===== src/rtl/vga_timing_pkg.sv =====
// Timing constants and pixel types for the 640x480@60 Hz VGA path.
// Also holds the RGB565 colours shared with the pattern generator.
package vga_timing_pkg;

  localparam logic [9:0] H_SYNC   = 10'd96;
  localparam logic [9:0] H_BACK   = 10'd48;
  localparam logic [9:0] H_VALID  = 10'd640;
  localparam logic [9:0] H_FRONT  = 10'd16;
  localparam logic [9:0] V_SYNC   = 10'd2;
  localparam logic [9:0] V_BACK   = 10'd33;
  localparam logic [9:0] V_VALID  = 10'd480;
  localparam logic [9:0] V_FRONT  = 10'd10;
  localparam logic       SYNC_POL = 1'b0;

  localparam int H_TOTAL = int'(H_SYNC) + int'(H_BACK) + int'(H_VALID) + int'(H_FRONT);
  localparam int V_TOTAL = int'(V_SYNC) + int'(V_BACK) + int'(V_VALID) + int'(V_FRONT);
  localparam logic [9:0] H_START = H_SYNC + H_BACK;
  localparam logic [9:0] V_START = V_SYNC + V_BACK;

  typedef logic [15:0] pixel_t;

  localparam pixel_t RGB_BLACK = 16'h0000;
  localparam pixel_t RGB_WHITE = 16'hFFFF;
  localparam pixel_t RGB_RED   = 16'hF800;
  localparam pixel_t RGB_GREEN = 16'h07E0;
  localparam pixel_t RGB_BLUE  = 16'h001F;

endpackage


===== src/rtl/vga_wrap_cnt.sv =====
// Enabled up-counter that wraps MAX -> 0; wrap flags the enabled cycle at MAX.
module vga_wrap_cnt #(
  parameter int               WIDTH = 10,
  parameter logic [WIDTH-1:0] MAX   = '1
) (
  input  logic             vga_clk,
  input  logic             sys_rst_n,
  input  logic             en,
  output logic [WIDTH-1:0] cnt,
  output logic             wrap
);

  logic [WIDTH-1:0] cnt_q;
  logic [WIDTH-1:0] cnt_d;

  always_comb begin
    cnt_d = cnt_q;
    if (en) begin
      cnt_d = (cnt_q == MAX) ? '0 : cnt_q + WIDTH'(1);
    end
  end

  always_ff @(posedge vga_clk or negedge sys_rst_n) begin
    if (!sys_rst_n) begin
      cnt_q <= '0;
    end else begin
      cnt_q <= cnt_d;
    end
  end

  assign cnt  = cnt_q;
  assign wrap = en && (cnt_q == MAX);

endmodule


===== src/rtl/vga_ctrl.sv =====
// VGA timing generator: sync pulses, pixel coordinate requests one clock ahead
// of active video, and gating of the returned pixel data onto the RGB pins.
module vga_ctrl #(
  parameter logic [9:0] H_SYNC   = vga_timing_pkg::H_SYNC,
  parameter logic [9:0] H_BACK   = vga_timing_pkg::H_BACK,
  parameter logic [9:0] H_VALID  = vga_timing_pkg::H_VALID,
  parameter logic [9:0] H_FRONT  = vga_timing_pkg::H_FRONT,
  parameter logic [9:0] V_SYNC   = vga_timing_pkg::V_SYNC,
  parameter logic [9:0] V_BACK   = vga_timing_pkg::V_BACK,
  parameter logic [9:0] V_VALID  = vga_timing_pkg::V_VALID,
  parameter logic [9:0] V_FRONT  = vga_timing_pkg::V_FRONT,
  parameter logic       SYNC_POL = vga_timing_pkg::SYNC_POL
) (
  input  logic        vga_clk,
  input  logic        sys_rst_n,
  input  logic [15:0] pix_data,
  output logic [9:0]  pix_x,
  output logic [9:0]  pix_y,
  output logic        hsync,
  output logic        vsync,
  output logic [15:0] rgb,
  output logic        rgb_valid,
  output logic        frame_start
);

  import vga_timing_pkg::*;

  localparam int H_TOT = int'(H_SYNC) + int'(H_BACK) + int'(H_VALID) + int'(H_FRONT);
  localparam int V_TOT = int'(V_SYNC) + int'(V_BACK) + int'(V_VALID) + int'(V_FRONT);

  localparam logic [9:0] H_MAX = 10'(H_TOT - 1);
  localparam logic [9:0] V_MAX = 10'(V_TOT - 1);
  localparam logic [9:0] H_ST  = H_SYNC + H_BACK;
  localparam logic [9:0] V_ST  = V_SYNC + V_BACK;
  localparam logic [9:0] H_END = H_ST + H_VALID;
  localparam logic [9:0] V_END = V_ST + V_VALID;
  // Request window opens one clock early to cover the generator's register stage.
  localparam logic [9:0] H_REQ_ST  = H_ST - 10'd1;
  localparam logic [9:0] H_REQ_END = H_END - 10'd1;

  if (H_TOT > 1024 || V_TOT > 1024) begin : g_bad_totals
    $error("vga_ctrl: line or frame total exceeds the 10-bit counters");
  end

  logic [9:0] cnt_h;
  logic [9:0] cnt_v;
  logic       h_wrap;
  logic       v_wrap_unused;

  vga_wrap_cnt #(.WIDTH(10), .MAX(H_MAX)) u_cnt_h (
    .vga_clk   (vga_clk),
    .sys_rst_n (sys_rst_n),
    .en        (1'b1),
    .cnt       (cnt_h),
    .wrap      (h_wrap)
  );

  vga_wrap_cnt #(.WIDTH(10), .MAX(V_MAX)) u_cnt_v (
    .vga_clk   (vga_clk),
    .sys_rst_n (sys_rst_n),
    .en        (h_wrap),
    .cnt       (cnt_v),
    .wrap      (v_wrap_unused)
  );

  logic   h_act;
  logic   v_act;
  logic   h_req;
  logic   pix_req;
  pixel_t rgb_d;

  always_comb begin
    h_act   = (cnt_h >= H_ST) && (cnt_h < H_END);
    v_act   = (cnt_v >= V_ST) && (cnt_v < V_END);
    h_req   = (cnt_h >= H_REQ_ST) && (cnt_h < H_REQ_END);
    pix_req = h_req && v_act;
    rgb_d   = (h_act && v_act) ? pix_data : RGB_BLACK;
  end

  assign hsync       = (cnt_h < H_SYNC) ? SYNC_POL : ~SYNC_POL;
  assign vsync       = (cnt_v < V_SYNC) ? SYNC_POL : ~SYNC_POL;
  assign rgb_valid   = h_act && v_act;
  assign rgb         = rgb_d;
  assign pix_x       = pix_req ? (cnt_h - H_REQ_ST) : 10'h3FF;
  assign pix_y       = pix_req ? (cnt_v - V_ST) : 10'h3FF;
  assign frame_start = (cnt_h == 10'd0) && (cnt_v == 10'd0);

endmodule


===== config.mk =====
export PLATFORM = sky130hd
export DESIGN_NAME = vga_ctrl
export DESIGN_NICKNAME = d
export VERILOG_FILES = /design/src/rtl/vga_timing_pkg.sv /design/src/rtl/vga_wrap_cnt.sv /design/src/rtl/vga_ctrl.sv
export SDC_FILE = /design/constraint.sdc
export NUM_CORES = 1
export LEC_CHECK = 0
export CAP_MARGIN = 20
export CELL_PAD_IN_SITES_DETAIL_PLACEMENT = 1
export CELL_PAD_IN_SITES_GLOBAL_PLACEMENT = 1
export CORE_ASPECT_RATIO = 0.6
export CORE_UTILIZATION = 46
export CTS_CLUSTER_DIAMETER = 40
export CTS_CLUSTER_SIZE = 30
export DETAILED_ROUTE_END_ITERATION = 10
export DONT_BUFFER_PORTS = 1
export MAX_ROUTING_LAYER = met4
export PLACE_DENSITY_LB_ADDON = 0.1
export SYNTH_ARGS = -nofsm -noshare
export SYNTH_HDL_FRONTEND = slang
export SYNTH_HIERARCHICAL = 1
export SYNTH_SLANG_ARGS = --single-unit

===== constraint.sdc =====
create_clock -name vga_clk -period 3 [get_ports vga_clk]
set_input_delay 0.9 -clock vga_clk [delete_from_list [all_inputs] [get_ports vga_clk]]
set_output_delay 0.9 -clock vga_clk [all_outputs]
set_load 0.02 [all_outputs]

==> flow_metrics.tcl <==
set metrics [dict create \
    clockBufferDepth 2 \
    failed_checks "negative setup slack" \
    wire_per_inst_um 33.4 \
    io_pins 58 \
    gr-total-overflow 0 \
    synth_warnings 6 \
    synth_area_leaders "dfrtp_1 (28%), xnor2_1 (7.5%), nand3_1 (6.3%), and2_1 (6.1%), ha_1 (5.0%)" \
    cts_max_level 1 \
    drt_iter0_markers 298 \
    power_leakage_nw 1.08 \
    dieArea_um2 4080 \
    core_um2 3440 \
    hold_path_class "input port to async pin" \
    critPathKind "flop to output port" \
    r2r-start "u_cnt_h/cnt[0]" \
    crit_fanout 7 \
    synthSimpleGateAreaFrac_pct 35.4 \
    die_w_um 81.8 \
    layout.cells.non_filler 304 \
    min_period_ps 3130 \
    yosysUniqueCellTypes 52 \
    die_y_um 49.9 \
    met3_usage_pct 12.2 \
    syn_area_um2 1760 \
    track_usage_pct 40.1 \
    grt_pass1_wl_mm 11.4 \
    cp.arrival_ps 2230 \
    use_met1_pct 49.0 \
    synth_common_cells "nand3_1 (22), dfrtp_1 (20), and2_1 (17)" \
    timing.rr.end "u_cnt_v/cnt[4]" \
    nets 285 \
    grt_start_max_net_pins 21 \
    dp.cells 291 \
    synth-edff-count 0 \
    vias_per_cell 7.45 \
    syn_inst 206 \
    cts_tree "built" \
    slew_headroom_pct 64.9 \
    clk_transition_reported_paths_ps 90 \
    cellPowerDensity_nw_per_um2 410 \
    status "finished with violations" \
    ant_nets 0 \
    cts_buffers 3 \
    grt_setup_unrepaired "yes" \
    skew_ps 5.42 \
    vdd_drop_max_v 0.000442 \
    busiest_layer "met2" \
    r2r_cells 9 \
    syn_area_per_cell_um2 8.53 \
    worstSkewPairLatency_ps 270 \
    finalHoldViolCount 0 \
    finalSetupViolCount 35 \
    rows 16 \
    use_met2_pct 58.5 \
    synth.most_common_cell "nand3_1" \
    synth_mux_area_share_pct 0.570 \
    dp_hpwl_mm 4.63 \
    ys_seq_elements 20 \
    tightest_slew_ps 522 \
    end_kind "output port" \
    grt_pass1_vias 2010 \
    drive_gt1_share_pct 40.5 \
    routabilityCongestion 0.894 \
    root_buffer "clkbuf_8" \
    maxCapViolations 0 \
    required_ps 2100 \
    synth_compound_area_share_pct 13.2 \
    synth_top_area_share_pct 28.5 \
    hold_buffers 0 \
    antenna_found_initial 0 \
    synth_xor_area_share_pct 12.0 \
    final_max_slew_viol_count 0 \
    fin_util_pct 73.2 \
    cts.sinks 20 \
    fin_crit_sh_pct 104 \
    synth_top_family_by_area "simple AND/OR/NAND/NOR gates" \
    synth_adder_area_share_pct 4.99 \
    yosysSeqAreaShare_pct 28.5 \
    critPathLaunchType "flop" \
    r2r_setup_slack_ps 560 \
    dr.pass1.iters 5 \
    fin_ws_ps -133 \
    drc 0 \
    routed_wl_mm 10.2 \
    num_vias 2266 \
    synthFlopType "dfrtp_1" \
    fmax_mhz 319 \
    async_flop_share_pct 100 \
    start_util_pct 51.0 \
    diodes 0 \
    area_growth_pct 43.4 \
    io_buffer_count 0 \
    synth_top_area_cell "dfrtp_1" \
]
## critical path: stages, from the launching register on
cell       delay, ps
dfrtp_1          400
buf_4            170
nor4_4           360
nand3_2          200
a22oi_2          270
buf_6            160
clkbuf_16        160
nand3_2           90
buf_6            150
## repair_timing
action | CTS | global route
setup buffers | 4 | 3
cloned | 0 | 2
pin swaps | 3 | 13
setup endpoints to repair | 37 | 38
resized for setup | 9 | 74
## stage by stage
step / hold WS, ps / power [W] / setup TNS [ps] / instance area [um2] / worst slack (ps)
floorplan: 502 / 0.000559 / 0 / 1780 / 194
global placement: 601 / 0.000642 / 0 / 2110 / 235
detailed placement: 605 / 0.000681 / -18.7 / 2110 / -8.78
CTS: 322 / 0.000893 / 0 / 2250 / 16.6
global route: 306 / 0.00107 / -6970 / 2520 / -272
finish: 311 / 0.00103 / -3120 / 2520 / -133
## power by group
group / internal [W] / total (W) / switching, W
sequential: 0.000304 / 0.000350 / 0.0000455
combinational: 0.000158 / 0.000462 / 0.000304
clock: 0.000117 / 0.000223 / 0.000105
## cell families (layout without fill, tap and decap cells)
| kind of cell | count (synthesis) | after routing |
|---|---|---|
| XOR/XNOR | 24 | 24 |
| flip-flops | 20 | 20 |
| multiplexers | 1 | 1 |
| other | 1 | 8 |
| AO/OA/AOI/OAI | 30 | 30 |
| AND/OR/NAND/NOR | 103 | 103 |
| buffers and inverters | 20 | 66 |
| adder cells (fa/ha/maj) | 7 | 7 |
## layout by cell type (no fill, tap or decap), types with 6 or more instances in the layout
cell,n
buf_4,30
buf_6,18
and2_4,16
dfrtp_1,16
xnor2_1,15
inv_1,11
nand2_1,11
nand3_1,11
nor3_1,8
nor2_1,8
xor2_1,8
nand4_1,8
conb_1,8
nand3_2,7
a21oi_1,7
ha_1,6
## final cells by class
class | instances | area [um2]
Timing Repair Buffer | 51 | 478
Inverter | 11 | 41.3
Fill cell | 364 | 923
Tap cell | 45 | 56.3
Clock buffer | 4 | 55.1
Sequential cell | 20 | 505
Multi-Input combinational cell | 173 | 1380
## sequential cells by signal, summed over array words and instances, names as in the netlist
| name | count |
|---|---|
| u_cnt_h/cnt | 10 |
| u_cnt_v/cnt | 10 |
## per-layer routing
metal,share of wire (%),up-vias
met5,0,-
met4,8.0,0
met3,15,86
met2,42,274
met1,35,1074
li1,-,832
## worst max-delay path by stage
stage / from / end / slack, ps / cells after the start
5_1_grt: u_cnt_v/cnt[3] / rgb[10] / -270 / 6
3_3_place_gp: u_cnt_v/cnt[0] / pix_y[4] / 230 / 7
4_1_cts: u_cnt_v/cnt[0] / pix_y[1] / 20 / 8
3_5_place_dp: u_cnt_v/cnt[0] / rgb[6] / -9 / 5
2_1_floorplan: u_cnt_v/cnt[0] / rgb[10] / 190 / 6
6_report: u_cnt_v/cnt[3] / pix_x[3] / -130 / 8
Power figures use the tool's default switching activity.
